--- src/rtl/i2c_pkg.sv ---
// Shared state encoding, protocol constants and timing defaults for the I2C target responder.
package i2c_pkg;

  typedef enum logic [3:0] {
    ST_IDLE     = 4'd0,
    ST_ADDR     = 4'd1,
    ST_ADDR_ACK = 4'd2,
    ST_PTR      = 4'd3,
    ST_PTR_ACK  = 4'd4,
    ST_WR       = 4'd5,
    ST_WR_ACK   = 4'd6,
    ST_RD       = 4'd7,
    ST_RD_ACK   = 4'd8,
    ST_IGNORE   = 4'd9
  } state_t;

  localparam logic ACK  = 1'b0;
  localparam logic NACK = 1'b1;

  localparam int BYTE_BITS   = 8;
  localparam int ACK_BIT_IDX = 8;

  localparam int SYS_CLK_MHZ = 20;
  localparam int HOLD_NS     = 500;

  function automatic int hold_cycles(input int clk_mhz, input int hold_ns);
    return (clk_mhz * hold_ns) / 1000;
  endfunction

  localparam int DEFAULT_HOLD_CYCLES = hold_cycles(SYS_CLK_MHZ, HOLD_NS);

endpackage

--- src/rtl/i2c_line_filter.sv ---
// Two-flop synchronizer plus FILTER_LEN-sample deglitch for one open-drain line,
// with single-cycle rise/fall pulses of the filtered level.
module i2c_line_filter #(
  parameter int FILTER_LEN = 4
) (
  input  logic sys_clock,
  input  logic reset,
  input  logic i_line,
  output logic o_level,
  output logic o_rise,
  output logic o_fall
);

  logic [1:0]            r_sync;
  logic [FILTER_LEN-1:0] r_samp;
  logic                  r_level;
  logic                  r_level_prev;

  // Idle bus level is high, so everything resets to 1 to avoid a false edge.
  always_ff @(posedge sys_clock or posedge reset) begin
    if (reset) begin
      r_sync       <= '1;
      r_samp       <= '1;
      r_level      <= 1'b1;
      r_level_prev <= 1'b1;
    end else begin
      r_sync       <= {r_sync[0], i_line};
      r_samp       <= {r_samp[FILTER_LEN-2:0], r_sync[1]};
      if (&r_samp)
        r_level <= 1'b1;
      else if (~|r_samp)
        r_level <= 1'b0;
      r_level_prev <= r_level;
    end
  end

  assign o_level = r_level;
  assign o_rise  = r_level & ~r_level_prev;
  assign o_fall  = ~r_level & r_level_prev;

endmodule

--- src/rtl/i2c_target.sv ---
// I2C target responder: exposes an 8-bit register space with pointer write,
// burst write and burst read (auto-increment). SDA is only ever pulled low.
//
// state     | meaning
// IDLE      | bus free, waiting for START
// ADDR      | shifting in address + R/W
// ADDR_ACK  | acking our address; read fetch issued on 8th fall
// PTR/_ACK  | receiving register pointer / acking it
// WR/_ACK   | receiving write data / acking it
// RD/_ACK   | shifting out read data / sampling controller ACK
// IGNORE    | not addressed or NACKed; wait for START/STOP
module i2c_target
  import i2c_pkg::*;
#(
  parameter logic [6:0] TARGET_ADDR = 7'h52,
  parameter int         FILTER_LEN  = 4,
  parameter int         HOLD_CYCLES = DEFAULT_HOLD_CYCLES
) (
  input  logic       sys_clock,
  input  logic       reset,
  input  logic       scl_in,
  input  logic       sda_in,
  output logic       sda_drive_low,
  output logic [7:0] reg_addr,
  output logic [7:0] reg_wdata,
  output logic       reg_we,
  output logic       reg_re,
  input  logic [7:0] reg_rdata,
  output logic       busy
);

  localparam int HW = $clog2(HOLD_CYCLES + 1);

  logic w_scl, w_scl_rise, w_scl_fall;
  logic w_sda, w_sda_rise, w_sda_fall;

  i2c_line_filter #(.FILTER_LEN(FILTER_LEN)) u_scl_filter (
    .sys_clock (sys_clock),
    .reset     (reset),
    .i_line    (scl_in),
    .o_level   (w_scl),
    .o_rise    (w_scl_rise),
    .o_fall    (w_scl_fall)
  );

  i2c_line_filter #(.FILTER_LEN(FILTER_LEN)) u_sda_filter (
    .sys_clock (sys_clock),
    .reset     (reset),
    .i_line    (sda_in),
    .o_level   (w_sda),
    .o_rise    (w_sda_rise),
    .o_fall    (w_sda_fall)
  );

  state_t        r_state, w_state_nxt;
  logic [3:0]    r_bit_cnt, w_bit_cnt_nxt;
  logic [7:0]    r_shift, w_shift_nxt;
  logic [7:0]    r_tx, w_tx_nxt;
  logic          r_rw, w_rw_nxt;
  logic          r_ack_ph, w_ack_ph_nxt;
  logic [7:0]    r_reg_addr, w_addr_nxt;
  logic [7:0]    r_reg_wdata, w_wdata_nxt;
  logic          r_reg_we, w_we_nxt;
  logic          r_reg_re, w_re_nxt;
  logic          r_re_pend, w_re_pend_nxt;
  logic          r_load_tx, w_load_tx_nxt;
  logic          r_inc_pend, w_inc_nxt;
  logic          r_busy, w_busy_nxt;
  logic          r_sda_low, w_sda_low_nxt;
  logic [HW-1:0] r_hold_cnt, w_hold_nxt;
  logic          r_pend_vld, w_pend_vld_nxt;
  logic          r_pend_val, w_pend_val_nxt;
  logic [7:0]    w_byte;
  logic          w_sched;
  logic          w_sched_val;

  always_comb begin
    w_byte         = {r_shift[6:0], w_sda};
    w_state_nxt    = r_state;
    w_bit_cnt_nxt  = r_bit_cnt;
    w_shift_nxt    = r_shift;
    w_tx_nxt       = r_tx;
    w_rw_nxt       = r_rw;
    w_ack_ph_nxt   = r_ack_ph;
    w_addr_nxt     = r_reg_addr;
    w_wdata_nxt    = r_reg_wdata;
    w_we_nxt       = 1'b0;
    w_re_nxt       = r_re_pend;
    w_re_pend_nxt  = 1'b0;
    w_load_tx_nxt  = r_reg_re;
    w_inc_nxt      = 1'b0;
    w_busy_nxt     = r_busy;
    w_sda_low_nxt  = r_sda_low;
    w_hold_nxt     = r_hold_cnt;
    w_pend_vld_nxt = r_pend_vld;
    w_pend_val_nxt = r_pend_val;
    w_sched        = 1'b0;
    w_sched_val    = 1'b0;

    if (r_inc_pend)
      w_addr_nxt = r_reg_addr + 8'd1;
    if (r_load_tx)
      w_tx_nxt = reg_rdata;

    // SDA updates are deferred by a down-counter so they land well inside SCL low.
    if (r_pend_vld) begin
      if (r_hold_cnt <= HW'(1)) begin
        w_sda_low_nxt  = r_pend_val;
        w_pend_vld_nxt = 1'b0;
      end else begin
        w_hold_nxt = r_hold_cnt - HW'(1);
      end
    end

    if (w_sda_fall && w_scl) begin
      w_state_nxt    = ST_ADDR;
      w_bit_cnt_nxt  = 4'd0;
      w_ack_ph_nxt   = 1'b0;
      w_busy_nxt     = 1'b0;
      w_sda_low_nxt  = 1'b0;
      w_pend_vld_nxt = 1'b0;
    end else if (w_sda_rise && w_scl) begin
      w_state_nxt    = ST_IDLE;
      w_busy_nxt     = 1'b0;
      w_sda_low_nxt  = 1'b0;
      w_pend_vld_nxt = 1'b0;
    end else begin
      case (r_state)
        ST_ADDR: if (w_scl_rise) begin
          w_shift_nxt   = w_byte;
          w_bit_cnt_nxt = r_bit_cnt + 4'd1;
          if (r_bit_cnt == 4'(BYTE_BITS - 1)) begin
            if (w_byte[7:1] == TARGET_ADDR) begin
              w_state_nxt  = ST_ADDR_ACK;
              w_busy_nxt   = 1'b1;
              w_rw_nxt     = w_byte[0];
              w_ack_ph_nxt = 1'b0;
            end else begin
              w_state_nxt = ST_IGNORE;
            end
          end
        end
        ST_ADDR_ACK: if (w_scl_fall) begin
          w_sched = 1'b1;
          if (!r_ack_ph) begin
            w_sched_val  = ~ACK;
            w_ack_ph_nxt = 1'b1;
            w_re_nxt     = r_rw;
          end else begin
            w_ack_ph_nxt  = 1'b0;
            w_bit_cnt_nxt = 4'd0;
            w_sched_val   = r_rw ? ~r_tx[7] : 1'b0;
            w_state_nxt   = r_rw ? ST_RD : ST_PTR;
          end
        end
        ST_PTR, ST_WR: if (w_scl_rise) begin
          w_shift_nxt   = w_byte;
          w_bit_cnt_nxt = r_bit_cnt + 4'd1;
          if (r_bit_cnt == 4'(BYTE_BITS - 1)) begin
            w_ack_ph_nxt = 1'b0;
            if (r_state == ST_PTR) begin
              w_addr_nxt  = w_byte;
              w_state_nxt = ST_PTR_ACK;
            end else begin
              w_wdata_nxt = w_byte;
              w_we_nxt    = 1'b1;
              w_inc_nxt   = 1'b1;
              w_state_nxt = ST_WR_ACK;
            end
          end
        end
        ST_PTR_ACK, ST_WR_ACK: if (w_scl_fall) begin
          w_sched = 1'b1;
          if (!r_ack_ph) begin
            w_sched_val  = ~ACK;
            w_ack_ph_nxt = 1'b1;
          end else begin
            w_ack_ph_nxt  = 1'b0;
            w_bit_cnt_nxt = 4'd0;
            w_state_nxt   = ST_WR;
          end
        end
        ST_RD: begin
          if (w_scl_rise) begin
            w_bit_cnt_nxt = r_bit_cnt + 4'd1;
          end else if (w_scl_fall) begin
            w_sched = 1'b1;
            if (r_bit_cnt == 4'(ACK_BIT_IDX)) begin
              w_ack_ph_nxt = 1'b0;
              w_state_nxt  = ST_RD_ACK;
            end else begin
              w_tx_nxt    = {r_tx[6:0], 1'b0};
              w_sched_val = ~r_tx[6];
            end
          end
        end
        ST_RD_ACK: begin
          if (w_scl_rise) begin
            if (w_sda == NACK) begin
              w_state_nxt = ST_IGNORE;
            end else begin
              w_addr_nxt    = r_reg_addr + 8'd1;
              w_re_pend_nxt = 1'b1;
              w_ack_ph_nxt  = 1'b1;
            end
          end else if (w_scl_fall && r_ack_ph) begin
            w_sched       = 1'b1;
            w_sched_val   = ~r_tx[7];
            w_ack_ph_nxt  = 1'b0;
            w_bit_cnt_nxt = 4'd0;
            w_state_nxt   = ST_RD;
          end
        end
        default: ;
      endcase
    end

    if (w_sched) begin
      w_hold_nxt     = HW'(HOLD_CYCLES);
      w_pend_vld_nxt = 1'b1;
      w_pend_val_nxt = w_sched_val;
    end
  end

  always_ff @(posedge sys_clock or posedge reset) begin
    if (reset) begin
      r_state     <= ST_IDLE;
      r_bit_cnt   <= 4'd0;
      r_shift     <= 8'd0;
      r_tx        <= 8'd0;
      r_rw        <= 1'b0;
      r_ack_ph    <= 1'b0;
      r_reg_addr  <= 8'd0;
      r_reg_wdata <= 8'd0;
      r_reg_we    <= 1'b0;
      r_reg_re    <= 1'b0;
      r_re_pend   <= 1'b0;
      r_load_tx   <= 1'b0;
      r_inc_pend  <= 1'b0;
      r_busy      <= 1'b0;
      r_sda_low   <= 1'b0;
      r_hold_cnt  <= '0;
      r_pend_vld  <= 1'b0;
      r_pend_val  <= 1'b0;
    end else begin
      r_state     <= w_state_nxt;
      r_bit_cnt   <= w_bit_cnt_nxt;
      r_shift     <= w_shift_nxt;
      r_tx        <= w_tx_nxt;
      r_rw        <= w_rw_nxt;
      r_ack_ph    <= w_ack_ph_nxt;
      r_reg_addr  <= w_addr_nxt;
      r_reg_wdata <= w_wdata_nxt;
      r_reg_we    <= w_we_nxt;
      r_reg_re    <= w_re_nxt;
      r_re_pend   <= w_re_pend_nxt;
      r_load_tx   <= w_load_tx_nxt;
      r_inc_pend  <= w_inc_nxt;
      r_busy      <= w_busy_nxt;
      r_sda_low   <= w_sda_low_nxt;
      r_hold_cnt  <= w_hold_nxt;
      r_pend_vld  <= w_pend_vld_nxt;
      r_pend_val  <= w_pend_val_nxt;
    end
  end

  assign sda_drive_low = r_sda_low;
  assign reg_addr      = r_reg_addr;
  assign reg_wdata     = r_reg_wdata;
  assign reg_we        = r_reg_we;
  assign reg_re        = r_reg_re;
  assign busy          = r_busy;

endmodule

--- config.mk ---
export PLATFORM = sky130hd
export DESIGN_NAME = i2c_target
export DESIGN_NICKNAME = d
export VERILOG_FILES = /design/src/rtl/i2c_pkg.sv /design/src/rtl/i2c_line_filter.sv /design/src/rtl/i2c_target.sv
export SDC_FILE = /design/constraint.sdc
export NUM_CORES = 1
export LEC_CHECK = 0
export ABC_AREA = 1
export CAP_MARGIN = 10
export CORE_MARGIN = 2
export CORE_UTILIZATION = 58
export CTS_CLUSTER_DIAMETER = 40
export CTS_CLUSTER_SIZE = 25
export DETAILED_ROUTE_END_ITERATION = 10
export PLACE_DENSITY = 0.81
export SYNTH_ARGS = -nofsm -noshare
export SYNTH_HDL_FRONTEND = slang
export SYNTH_SLANG_ARGS = --single-unit
--- constraint.sdc ---
create_clock -name sys_clock -period 2.95 [get_ports sys_clock]
set_clock_uncertainty 0.05 [all_clocks]
set_input_delay 0.59 -clock sys_clock [delete_from_list [all_inputs] [get_ports sys_clock]]
set_output_delay 0.59 -clock sys_clock [all_outputs]
set_load 0.01 [all_outputs]
==> results of run 1 <==
-- kinds of logic after synthesis --
family	after synthesis	share of synthesized area [%]
XOR/XNOR	8	1.87
AO/OA/AOI/OAI	56	9.33
AND/OR/NAND/NOR	273	33.5
adder cells (fa/ha/maj)	5	1.67
multiplexers	1	0.267
buffers and inverters	62	6.68
flip-flops	69	46.7
-- stage by stage --
step | hold slack [ps] | util (%)
global route | 310 | 68.5
CTS | 309 | 68.5
detailed placement | 298 | 65.4
finish | 307 | 68.5
global placement | 297 | 65.4
floorplan | 295 | -
-- final cells by class --
cell class / instances / share of cell area (%)
inverter: 56 / 4.92
multi-input combinational: 343 / 40.4
clock inverter: 6 / 1.65
tap: 77 / 2.23
sequential: 69 / 40.4
clock buffer: 10 / 2.95
timing repair buffer: 33 / 7.52
-- cells in the mapped netlist (all sizes together), types with 2 or more instances --
| cell | instances |
|---|---|
| o22ai | 6 |
| xnor2 | 2 |
| a21oi | 6 |
| xor2 | 6 |
| nand3 | 51 |
| ha | 5 |
| a31oi | 7 |
| nand2 | 145 |
| dfrtp | 53 |
| dfstp | 16 |
| o21ai | 31 |
| nor2 | 60 |
| buf | 5 |
| nor4 | 3 |
| inv | 55 |
| nand4 | 6 |
| nor3 | 5 |
-- power groups by stage --
stage | registers (mW) | logic, mW | clock network [mW]
detailed placement | 1.34 | 1.34 | 0
floorplan | 1.30 | 1.05 | 0
CTS | 1.33 | 1.36 | 0.785
global route | 1.36 | 1.56 | 0.825
global placement | 1.33 | 1.30 | 0
finish | 1.33 | 1.38 | 0.773
-- per-layer routing --
metal  track usage [%]  routed length (microns)
met2              44.2                     4340
met3              5.80                      505
met4              9.24                      136
met5                 0                        0
met1              34.3                     3750
-- flip-flops by register name, indices dropped and copies added, names as in the netlist, 2 cells and up --
name	flops
r_bit_cnt	4
r_hold_cnt	4
r_shift	7
r_state	4
r_tx	8
reg_addr	8
reg_wdata	8
u_scl_filter.r_samp	4
u_scl_filter.r_sync	2
u_sda_filter.r_samp	4
u_sda_filter.r_sync	2
-- worst max path at each step --
stage / start / to / slack, ps / cells past startpoint
4_1_cts: r_inc_pend / reg_we / 820 / 1
2_1_floorplan: reset / busy / 600 / 1
3_3_place_gp: u_sda_filter.o_level / r_shift[2] / 1020 / 5
5_1_grt: r_inc_pend / reg_we / 760 / 1
6_report: r_inc_pend / reg_we / 830 / 1
3_5_place_dp: u_sda_filter.o_level / r_shift[6] / 980 / 5
-- placed cells by master, fill, tap and decap left out, types with 3 or more instances in the layout --
cell and instances:
clkbuf_8 9, xor2_1 6, inv_1 48, nand2_1 135, o21ai_1 8, nor2_2 8, nand3_2 3, nand4_1 6
ha_1 5, nand2_2 8, dfstp_2 16, o21ai_0 15, inv_2 6, nand3_1 48, nor2_4 4, clkdlybuf4s50_1 31
a21oi_1 5, nor2_1 47, nor3_1 4, a31oi_1 7, dfrtp_1 53, o21ai_2 8, o22ai_1 6, nor4_1 3
==> impl_metrics.ini, run 1 <==
[global_route]
antenna_found_initial = 0
grt_pass1_vias = 3291
grt-ovfl-total = 0
grt_pass1_wl_mm = 15.1
grt_max_degree = 28
grt_usage_pct = 26.5

[worst_setup_path]
crit_family = buffers and inverters
critPathMaxFanout = 10
r2r_slack_ps = 940
crit_buf_inv = 1
rr_endpoint = r_shift[6]
cp_cell_sequence = clkdlybuf4s50_1
rr_worst_depth = 5
worstPathRequired_ps = 2310
worstPathArrival_ps = 1480
cp-end-kind = primary output
critPathKind = flip-flop to primary output
cp_slowest_stage_delay_ps = 600
crit_path_top_delay_cell = clkdlybuf4s50_1
r2r_start = u_sda_filter.o_level
start_kind = flip-flop

[timing]
setup_slack_ps = 827
final-setup-viol-count = 0
grt_setup_unrepaired = false
fin_crit_ps = 2120
relSlewSlack_pct = 58.7
fin_crit_sh_pct = 72.0
drv_slew = 0
setup_tns_ps = 0
tightest_slew_ps = 617
max_freq_mhz = 471
final-hold-violation-count = 0

[pwr]
power.leakage_nw = 2.10
combPwrFrac_pct = 39.6
p_total_mw = 3.48
power_density_nw_per_um2 = 805
pwr-share-clk_pct = 22.2
internal_power_mw = 2.01
power.switching_mw = 1.48
seq_power_share_pct = 38.2
ir_drop_mv = 0.469
p_sw_share_pct = 42.4

[cells_and_area]
antennaDiodeCount = 0
nFillCells = 511
fin_cells = 594
final_area_sq_um = 4330
drive_gt1_share_pct = 14.9
multi_input_area_sq_um = 1750
seqCellArea_sq_um = 1750
fin_nets = 529
synthToLayoutAreaGrowth_pct = 15.6

[min_path]
min_to = u_scl_filter.r_sync[1]
timing.hold.worst_path_depth = 0
worstHoldStart = u_scl_filter.r_sync[0]
hp-class = flip-flop to flip-flop

[routing]
remaining_drc_errors = 0
vias = 3331
drt_first_pass_iters = 5
avgViaCountPerCell = 5.61
ant_nets = 0
drtIter0Drc = 293
drt_wl_total_mm = 8.74
post_drt_wl_per_cell_microns = 14.7

[place]
port_buffers = 31
gp_congestion = 1.10
post_dp_cell_area_sq_um = 4130
dp_hpwl_mm = 6.35
dpl_worst_slack_ps = 985
dpl.cell_count = 578

[cts]
cts_max_level = 3
clock_latency_ps = 350
clk_pin_slew_ps = 80
numClockSinks = 69
cts_buffer_depth = 2
cts_tree = yes
cts-resized-gates = 0
cts-root-buf = clkbuf_8
numCtsBuffers = 9
post_cts_buffers = 0
hold_buffers = 0

[floorplanning]
coreArea_sq_um = 6310
start_util_pct = 59.3
die-area_sq_um = 7110
rows = 29
die_h_microns = 84.3
io_pins = 32
die_w_microns = 84.3

[logic_synthesis]
ys_warn_count = 0
syn_nets = 491
syn_area_per_cell_sq_um = 7.90
ys_dominant_reg_cell = dfrtp_1
ys_seq_elements = 69
synthArstFlopShare_pct = 100
yosys.area.top_type = dfrtp_1
synthCells = 474
synth.distinct_cells = 43
synth-seq-area-share_pct = 46.7
synth_area_leaders = dfrtp_1 (35%), nand2_1 (14%), dfstp_2 (11%)
synth_top_area_share_pct = 35.4
synth_edf_count = 0
synth_area_sq_um = 3740

[run]
cap_violations = 0

[run_status]
status = finished clean
No activity file was read; power rests on OpenSTA's default activity.
==> run 2, diff against run 1 <==
--- a/config.mk
+++ b/config.mk
@@ -8,11 +8,11 @@
 export ABC_AREA = 1
 export CAP_MARGIN = 10
 export CORE_MARGIN = 2
-export CORE_UTILIZATION = 58
+export CORE_UTILIZATION = 52
 export CTS_CLUSTER_DIAMETER = 40
 export CTS_CLUSTER_SIZE = 25
 export DETAILED_ROUTE_END_ITERATION = 10
-export PLACE_DENSITY = 0.81
+export PLACE_DENSITY = 0.77
 export SYNTH_ARGS = -nofsm -noshare
 export SYNTH_HDL_FRONTEND = slang
 export SYNTH_SLANG_ARGS = --single-unit
==> constraint.sdc (replaced) <==
create_clock -name sys_clock -period 1.7 [get_ports sys_clock]
set_clock_uncertainty 0.05 [all_clocks]
set_input_delay 0.34 -clock sys_clock [delete_from_list [all_inputs] [get_ports sys_clock]]
set_output_delay 0.34 -clock sys_clock [all_outputs]
set_load 0.01 [all_outputs]
==> run 2 against run 1 <==
  * The run now ends with negative setup slack left
  * Critical path depth grew 7
  * Final cell count grew 11%
  * Worst setup slack worse by 860 ps
  * Clock-buffer cell count down 1
  * Register-to-register slack lost 970 ps
  * Clock power rose by 90%
  * Flip-flop and latch count is the same
  * Routed wire length is 4.3% higher
  * Sequential share of layout area shrank 4.3 points
  * Non-clock buffer count up 47
  * Die area increased by 11%
  * Final area increased by 12%
==> impl_metrics.ini, run 2 (same netlist as run 1, synthesis figures left out) <==
[cells_and_area]
fin_cells = 661
fin_util_pct = 70.8
final_area_sq_um = 4860
drive_gt1_share_pct = 27.1
layout_commonest_cell = nand2_1
final_cell_mix = nand2_1 (130), inv_1 (48), dfrtp_1 (47), buf_4 (47), nand3_1 (46)
fin_nets = 577
nFillCells = 521
synthToLayoutAreaGrowth_pct = 29.8
antennaDiodeCount = 0

[timing]
final-setup-viol-count = 7
relSlewSlack_pct = 77.7
fin_crit_sh_pct = 102
grt_setup_unrepaired = true
max_freq_mhz = 578
drv_slew = 0
tightest_slew_ps = 334
setup_slack_ps = -30.7
fin_crit_ps = 1730
final-hold-violation-count = 0

[global_route]
grt_usage_pct = 25.1
grt_max_degree = 30
antenna_found_initial = 0
grt_pass1_wl_mm = 15.0
grt_pass1_vias = 3376
grt-ovfl-total = 0

[place]
dp_hpwl_mm = 6.59
dpl.cell_count = 631
post_dp_cell_area_sq_um = 4440
gp_congestion = 0.941
port_buffers = 31

[routing]
drtIter0Drc = 241
drt_wl_total_mm = 9.11
remaining_drc_errors = 0
post_drt_wl_per_cell_microns = 13.8
avgViaCountPerCell = 5.31
vias = 3510
ant_nets = 0
drt_first_pass_iters = 5

[cts]
cts_tree = yes
cts_buffer_depth = 2
clock_latency_ps = 370
numCtsBuffers = 9
numClockSinks = 69
cts_max_level = 3
cts-root-buf = clkbuf_8
clk_pin_slew_ps = 90
hold_buffers = 0

[worst_setup_path]
cp_cell_sequence = nor2_2 -> nand2_2 -> nand2_4 -> inv_2 -> nand2_1 -> nand2_1 -> nor2_4 -> o21ai_0
critPathMaxFanout = 6
worstPathArrival_ps = 1910
worstPathRequired_ps = 1880
cpMostUsedCell = nand2_1
start_kind = flip-flop
critPathKind = flip-flop to flip-flop
cp-end-kind = flip-flop
cp_slowest_stage_delay_ps = 470
crit_path_top_delay_cell = dfrtp_2

[floorplanning]
rows = 30
die_h_microns = 88.9
coreArea_sq_um = 6870
die_w_microns = 88.9
start_util_pct = 54.5
die-area_sq_um = 7890
io_pins = 32

[pwr]
p_total_mw = 6.71
power_density_nw_per_um2 = 1380
power.leakage_nw = 2.37
ir_drop_mv = 0.713

[run_status]
violations = negative setup slack
status = finished, violations left

[min_path]
hp-class = primary input to asynchronous set/reset pin

[run]
cap_violations = 0
==> run 2: worst paths after layout <==
check / start / end / slack [ps] / cells past startpoint
worst min-delay path: reset / busy / 250 / 2
worst max-delay path: r_state[2] / reg_addr[4] / -30 / 8
max in group asynchronous: reset / u_scl_filter.r_samp[3] / 850 / 3
worst max register to register: r_state[2] / reg_addr[4] / -30 / 8
worst min register to register: u_sda_filter.r_sync[0] / u_sda_filter.r_sync[1] / 310 / 0
min in group sys_clock: u_sda_filter.r_sync[0] / u_sda_filter.r_sync[1] / 310 / 0
==> run 2: area by class of cell <==
type,instances,area (sq um),area share [%]
timing repair buffer,80,696,14.3
clock buffer,9,124,2.55
clock inverter,7,93.8,1.93
tap,96,120,2.47
sequential,69,1750,36.1
inverter,56,219,4.50
multi-input combinational,344,1850,38.1
==> run 2: through the flow <==
stage / worst slack (ps) / TNS, ps / hold WS [ps]
after floorplan: 71.8 / 0 / 294
after global placement: -87.1 / -434 / 296
after detailed placement: -74.9 / -344 / 297
after CTS: 1.12 / 0 / 246
after global routing: -120 / -1970 / 280
final: -30.7 / -102 / 251
==> run 2: power breakdown <==
part,switching (mW),internal (mW),total (mW)
logic,1.77,1.15,2.93
registers,0.308,2.01,2.31
clock network,0.752,0.717,1.47
total,2.83,3.88,6.71
==> run 2: critical path, delay by kind of cell, from the launching register on <==
kind | cells | cell delay (ps)
AND/OR/NAND/NOR | 6 | 890
flip-flops | 1 | 470
AO/OA/AOI/OAI | 1 | 120
buffers and inverters | 1 | 60
==> run 2: timing repair <==
item | CTS | global route
resized for setup | 22 | 17
gates cloned | 1 | 0
buffers inserted | 6 | 7
pin swaps | 4 | 4
endpoints found under the setup margin | 35 | 37
==> run 2: routing by layer <==
layer  routed length [microns]  track usage (%)  share of wire (%)  up-vias
met5                         0                0                  0        -
met4                       274             13.1                3.0        0
met3                       496             3.92                5.4       23
met2                      4430             41.7                 49      121
met1                      3910             31.6                 43     1646
li1                          -                -                  -     1720
